[config.mk]
export PLATFORM = sky130hd
export DESIGN_NAME = assert_event_collector
export DESIGN_NICKNAME = d
export VERILOG_FILES = /design/src/rtl/assert_collector_pkg.sv /design/src/rtl/sync_fifo.sv /design/src/rtl/assert_event_collector.sv
export SDC_FILE = /design/constraint.sdc
export NUM_CORES = 1
export LEC_CHECK = 0
export ABC_CLOCK_PERIOD_IN_PS = 5360
export CAP_MARGIN = 20
export CORE_MARGIN = 8
export CORE_UTILIZATION = 30
export DETAILED_ROUTE_END_ITERATION = 12
export SLEW_MARGIN = 20
export SYNTH_ARGS = -nofsm -noshare
export SYNTH_HDL_FRONTEND = slang
export SYNTH_SLANG_ARGS = --single-unit
[constraint.sdc]
create_clock -name clk -period 5.36 [get_ports clk]
set_input_delay 1.072 -clock clk [delete_from_list [all_inputs] [get_ports clk]]
set_output_delay 1.072 -clock clk [all_outputs]
set_load 0.01 [all_outputs]
[src/rtl/assert_collector_pkg.sv]
// Shared types and helpers for the assertion event collector.
// Optional timestamping in the top level is enabled with ASSERT_COLLECTOR_TS_EN.
package assert_collector_pkg;

    localparam int LANE_W_MAX = 5;
    localparam int TS_W_MAX   = 32;

    // Widest event record; instances use the low LANE_W / TS_W bits of each field.
    typedef struct packed {
        logic [LANE_W_MAX-1:0] lane;
        logic [TS_W_MAX-1:0]   tstamp;
    } ev_t;

    function automatic int lane_w(input int n);
        return (n <= 1) ? 1 : $clog2(n);
    endfunction

    function automatic logic [31:0] sat_add(input logic [31:0] a,
                                            input logic [31:0] b,
                                            input logic [31:0] max);
        logic [32:0] s;
        s = {1'b0, a} + {1'b0, b};
        return (s > {1'b0, max}) ? max : s[31:0];
    endfunction

endpackage

[src/rtl/sync_fifo.sv]
// Registered first-word-fall-through FIFO with synchronous flush.
// dout reads as zero while empty so the consumer never sees stale entries.
module sync_fifo #(
    parameter int WIDTH = 8,
    parameter int DEPTH = 8
) (
    input  logic             clk,
    input  logic             rst,
    input  logic             flush,
    input  logic             push,
    input  logic [WIDTH-1:0] din,
    input  logic             pop,
    output logic [WIDTH-1:0] dout,
    output logic             full,
    output logic             empty
);

    localparam int AW = $clog2(DEPTH);

    logic [WIDTH-1:0] mem [DEPTH];
    logic [AW-1:0]    rd_ptr;
    logic [AW-1:0]    wr_ptr;
    logic [AW:0]      count;
    logic             do_push;
    logic             do_pop;

    assign empty   = (count == '0);
    assign full    = (count == (AW+1)'(DEPTH));
    assign do_pop  = pop & ~empty;
    // A pop in the same cycle frees the slot, so a full FIFO still takes a push.
    assign do_push = push & (~full | do_pop);
    assign dout    = empty ? '0 : mem[rd_ptr];

    always_ff @(posedge clk) begin
        if (rst || flush) begin
            rd_ptr <= '0;
            wr_ptr <= '0;
            count  <= '0;
        end else begin
            if (do_push) wr_ptr <= wr_ptr + 1'b1;
            if (do_pop)  rd_ptr <= rd_ptr + 1'b1;
            case ({do_push, do_pop})
                2'b10:   count <= count + 1'b1;
                2'b01:   count <= count - 1'b1;
                default: count <= count;
            endcase
        end
    end

    always_ff @(posedge clk) begin
        if (do_push) mem[wr_ptr] <= din;
    end

endmodule

[src/rtl/assert_event_collector.sv]
// Turns per-lane checker failure pulses into an ordered, lowest-lane-first event stream.
// Define ASSERT_COLLECTOR_TS_EN to carry a free-running timestamp with each event.
module assert_event_collector
    import assert_collector_pkg::*;
#(
    parameter int LANES = 10,
    parameter int DEPTH = 8,
    parameter int TS_W  = 16,
    parameter int CNT_W = 8
) (
    input  logic                      clk,
    input  logic                      rst,
    input  logic [LANES-1:0]          fail_i,
    input  logic                      clear_i,
    output logic                      ev_valid_o,
    input  logic                      ev_ready_i,
    output logic [lane_w(LANES)-1:0]  ev_lane_o,
    output logic [TS_W-1:0]           ev_time_o,
    output logic [LANES-1:0]          sticky_o,
    output logic [CNT_W-1:0]          fail_cnt_o,
    output logic [CNT_W-1:0]          drop_cnt_o
);

    localparam int          LW      = lane_w(LANES);
    localparam logic [31:0] CNT_MAX = 32'((64'd1 << CNT_W) - 64'd1);

    logic [LANES-1:0] pend;
    logic [LANES-1:0] grant;
    logic [LANES-1:0] push_mask;
    logic [LANES-1:0] accept;
    logic [LANES-1:0] drop;
    logic [LW-1:0]    gnt_idx;
    logic             gnt_any;
    logic             fifo_full;
    logic             fifo_empty;
    logic             pop;
    logic             push;
    logic [31:0]      n_acc;
    logic [31:0]      n_drop;

    always_comb begin
        gnt_any = 1'b0;
        gnt_idx = '0;
        for (int i = LANES - 1; i >= 0; i--) begin
            if (pend[i]) begin
                gnt_any = 1'b1;
                gnt_idx = LW'(i);
            end
        end
        grant = gnt_any ? (LANES'(1) << gnt_idx) : '0;
    end

    assign ev_valid_o = ~fifo_empty;
    assign pop        = ev_valid_o & ev_ready_i;
    assign push       = gnt_any & (~fifo_full | pop) & ~clear_i;
    assign push_mask  = push ? grant : '0;

    // A lane being pushed this cycle is free again, so a new failure on it is accepted.
    assign accept = fail_i & (~pend | push_mask);
    assign drop   = fail_i & pend & ~push_mask;

    always_comb begin
        n_acc  = '0;
        n_drop = '0;
        for (int k = 0; k < LANES; k++) begin
            n_acc  = n_acc + 32'(accept[k]);
            n_drop = n_drop + 32'(drop[k]);
        end
    end

    always_ff @(posedge clk) begin
        if (rst || clear_i) begin
            pend       <= '0;
            sticky_o   <= '0;
            fail_cnt_o <= '0;
            drop_cnt_o <= '0;
        end else begin
            pend       <= (pend & ~push_mask) | fail_i;
            sticky_o   <= sticky_o | fail_i;
            fail_cnt_o <= CNT_W'(sat_add(32'(fail_cnt_o), n_acc, CNT_MAX));
            drop_cnt_o <= CNT_W'(sat_add(32'(drop_cnt_o), n_drop, CNT_MAX));
        end
    end

`ifdef ASSERT_COLLECTOR_TS_EN
    localparam int FW = LW + TS_W;

    logic [TS_W-1:0]             ts;
    logic [LANES-1:0][TS_W-1:0]  ts_lane;
    logic [FW-1:0]               fifo_din;
    logic [FW-1:0]               fifo_dout;

    always_ff @(posedge clk) begin
        if (rst || clear_i) begin
            ts      <= '0;
            ts_lane <= '0;
        end else begin
            ts <= ts + 1'b1;
            for (int k = 0; k < LANES; k++) begin
                if (accept[k]) ts_lane[k] <= ts;
            end
        end
    end

    assign fifo_din  = {gnt_idx, ts_lane[gnt_idx]};
    assign ev_lane_o = fifo_dout[FW-1:TS_W];
    assign ev_time_o = fifo_dout[TS_W-1:0];
`else
    localparam int FW = LW;

    logic [FW-1:0] fifo_din;
    logic [FW-1:0] fifo_dout;

    assign fifo_din  = gnt_idx;
    assign ev_lane_o = fifo_dout;
    assign ev_time_o = '0;
`endif

    sync_fifo #(
        .WIDTH (FW),
        .DEPTH (DEPTH)
    ) u_fifo (
        .clk   (clk),
        .rst   (rst),
        .flush (clear_i),
        .push  (push),
        .din   (fifo_din),
        .pop   (pop),
        .dout  (fifo_dout),
        .full  (fifo_full),
        .empty (fifo_empty)
    );

endmodule

==> metrics.md <==
| Metric | Value |
|---|---|
| Status | complete, no violations |
| RSZ-0062 raised after global routing | false |
| Routed wire length | 8.675 mm |
| GRT Total Usage | 10.16% |
| Vias in the first global route | 2903 |
| Post-synthesis cell area | 4090 um2 |
| Minimum clock period | 5.036 ns |
| RD Place Congestion | 0.8367 |
| Post-cts hold buffer count | 0 |
| Top_reg_cell synth | dfxtp_1 |
| Clock-pin slew on the worst setup and hold paths | 0.06 ns |
| DP HPWL | 6.507 mm |
| DRT antenna net count | 0 |
| Layout Nets | 473 |
| Leading area contributor after synthesis | dfxtp_1 |
| Netlist cell types | 52 |
| Max VDD drop | 261.8 uV |
| Max Cap Violations | 0 |
| Post-synth EDFFs | 32 |
| Post-layout power | 1.695 mW |
| Core ar. | 13300 um2 |
| Hold Crit Class | reg2reg |
| Worst-case clock buffer depth | 2 |
| CTS sink count | 81 |
| Vias per cell | 4.539 |
| Final WS setup | 0.3239 ns |
| DRC viols | 0 |
| Worst-path fanout max | 4 |
| Clk_lat worst skew | 0.34 ns |
| Final period util | 93.96% |
| Final slew viol count | 0 |
| Post-place setup slack | -0.2089 ns |
| DR iter-0 viols | 109 |
| Setup crit end kind | flop |
| Pwr dens | 333.5 nW/um2 |
| Row cnt | 42 |
| Synthesized instance count | 372 |
| Die area | 17630 um2 |
| CTS tree | built |
| Slew HR | 34.18% |
| Post-synthesis sequential area ratio | 47.48% |
| Fin. Hold Viols | 0 |
| Inserted Clock Buffers | 9 |
| Critical path launch point type | input pin |
| Area contributors post-synth | dfxtp_1 24%, edfxtp_1 23%, fa_1 7.3% |
| Gr ovfl total | 0 |
| CTS root buf | clkbuf_16 |
| Die X | 132.8 um |
| Worst slew pin tran | 0.9736 ns |
| Yosys warns | 0 |
| Final Skew | 0.004721 ns |
| Share of cells above drive strength 1 | 13.82% |
| Synth Register Bits | 81 |
| Initial Util | 30.76% |
| Layout area overhead | 24.23% |
| Routed len/inst | 14.22 um |
| Global-route wire length before repair | 14.23 mm |
| H-tree levels | 3 |
| Worst path arrival time | 5.29 ns |
| Number of diodes | 0 |
| Lkg Pwr | 1.934 nW |
| Antenna violations before repair | 0 |
| Req. time, crit path | 5.62 ns |
| Largest net degree at the start of global routing | 44 |
| Fraction of registers with async set/reset | 0% |
| Die H | 132.8 um |
| Final setup fails | 0 |
| I/O Buffers | 44 |
| Yosys top cell area share | 23.98% |
| Fmax | 198.6 MHz |
| Synth Area per Inst | 11.00 um2 |
| Filler cell count | 1312 |
| Via count | 2769 |
| # IOs | 61 |
| First-pass detailed-route iteration total | 4 |
| Setup CP Type | in2reg |
## area by class of cell
| class | count | area, um2 | area share [%] |
|---|---|---|---|
| clock buffer | 10 | 229.0 | 4.506 |
| inverter | 28 | 105.1 | 2.068 |
| tap | 176 | 220.2 | 4.334 |
| timing repair buffer | 56 | 530.5 | 10.44 |
| clock inverter | 6 | 75.07 | 1.477 |
| multi-input combinational | 253 | 1979 | 38.96 |
| sequential | 81 | 1942 | 38.22 |
## metrics by stage
| stage | instances | cell area (um2) | hold slack (ns) | setup TNS, ns | util [%] |
|---|---|---|---|---|---|
| after global placement | 593 | 4733 | 0.4476 | -0.6505 | 35.60 |
| after global routing | 610 | 5081 | 0.4944 | 0 | 38.22 |
| final | 610 | 5081 | 0.4657 | 0 | 38.22 |
| after CTS | 609 | 5037 | 0.4705 | 0 | 37.89 |
| after floorplan | 387 | 4146 | 0.4541 | 0 | - |
| after detailed placement | 593 | 4733 | 0.4550 | -1.601 | 35.60 |
## cells in the mapped netlist, drive strengths merged (3+ instances only)
cell type  number
mux4            8
ha             15
dfxtp          49
or2             5
and3            4
fa             15
inv            28
nand2b          6
nor2           52
a211oi          3
o31a            3
clkbuf          7
mux2i           7
xnor2           3
edfxtp         32
xor2           11
nor3            7
nand3           7
a21oi          25
o21ai          12
buf            18
nand2          12
o21a            8
nor4            4
nor2b           8
## kinds of logic after synthesis
group / Yosys count / share of synthesized area, %
and+or+nand+nor: 114 / 14.04
DFF: 81 / 47.48
AOI/OAI and AO/OA: 64 / 10.95
buffers and inverters: 53 / 6.394
adders and majority gates: 30 / 11.93
muxes: 15 / 6.118
xor gates and xnor gates: 14 / 2.998
other: 1 / 0.09168
## metal layers
metal,up-vias,wire [um],part of all wire [%],track usage [%]
met3,11,387,4.5,3.104
met2,47,4328,50,17.43
met5,-,0,0,0
met1,1344,3806,44,11.30
met4,0,153,1.8,4.732
li1,1367,-,-,-
## cells in the final DEF (no fill, tap or decap), types with 11 or more instances in the layout
cell / synthesis / final
buf_4: 16 / 12
fa_1: 15 / 13
edfxtp_1: 32 / 32
xor2_1: 11 / 11
inv_1: 25 / 25
clkdlybuf4s50_1: 0 / 44
conb_1: 1 / 16
nor2_1: 51 / 51
dfxtp_1: 49 / 49
a21oi_1: 25 / 25
ha_1: 15 / 15
nand2_1: 11 / 11
## critical path, cell delays in order
cell and delay, ns:
clkdlybuf4s50_1 0.49, inv_1 0.08, a31oi_4 0.21, nand4_1 0.17, o21ai_2 0.20, or2_1 0.14, fa_1 0.43, fa_1 0.51
fa_1 0.44, fa_1 0.47, fa_2 0.37, nor2b_2 0.13, o21ai_0 0.08, nand2b_1 0.18, a31oi_1 0.11, a211oi_1 0.20
## worst paths after layout
check	startpoint	to	slack [ns]	cells after the start
worst max-delay path	ev_ready_i	drop_cnt_o[6]	0.32	16
worst min-delay path	sticky_o[0]	sticky_o[0]	0.47	2
worst max register to register	pend[5]	fail_cnt_o[1]	0.66	19
worst min register to register	sticky_o[0]	sticky_o[0]	0.47	2
## power breakdown
| part | leakage (nW) | internal (mW) | switching [mW] |
|---|---|---|---|
| clock | 0.145 | 0.368 | 0.265 |
| sequential | 0.691 | 0.672 | 0.0227 |
| combinational | 1.10 | 0.177 | 0.192 |
## sequential cells by signal, summed over array words and instances, names as in the netlist, named ones only
register	cells
u_fifo.mem	32
pend	10
sticky_o	10
drop_cnt_o	8
fail_cnt_o	8
u_fifo.count	4
u_fifo.rd_ptr	3
u_fifo.wr_ptr	3
## repair_timing
item | 4_1_cts | 5_1_grt
resized for setup | 0 | 9
endpoints found under the setup margin | 0 | 15
setup buffers | 0 | 1
(Power assumes the default switching activity.)
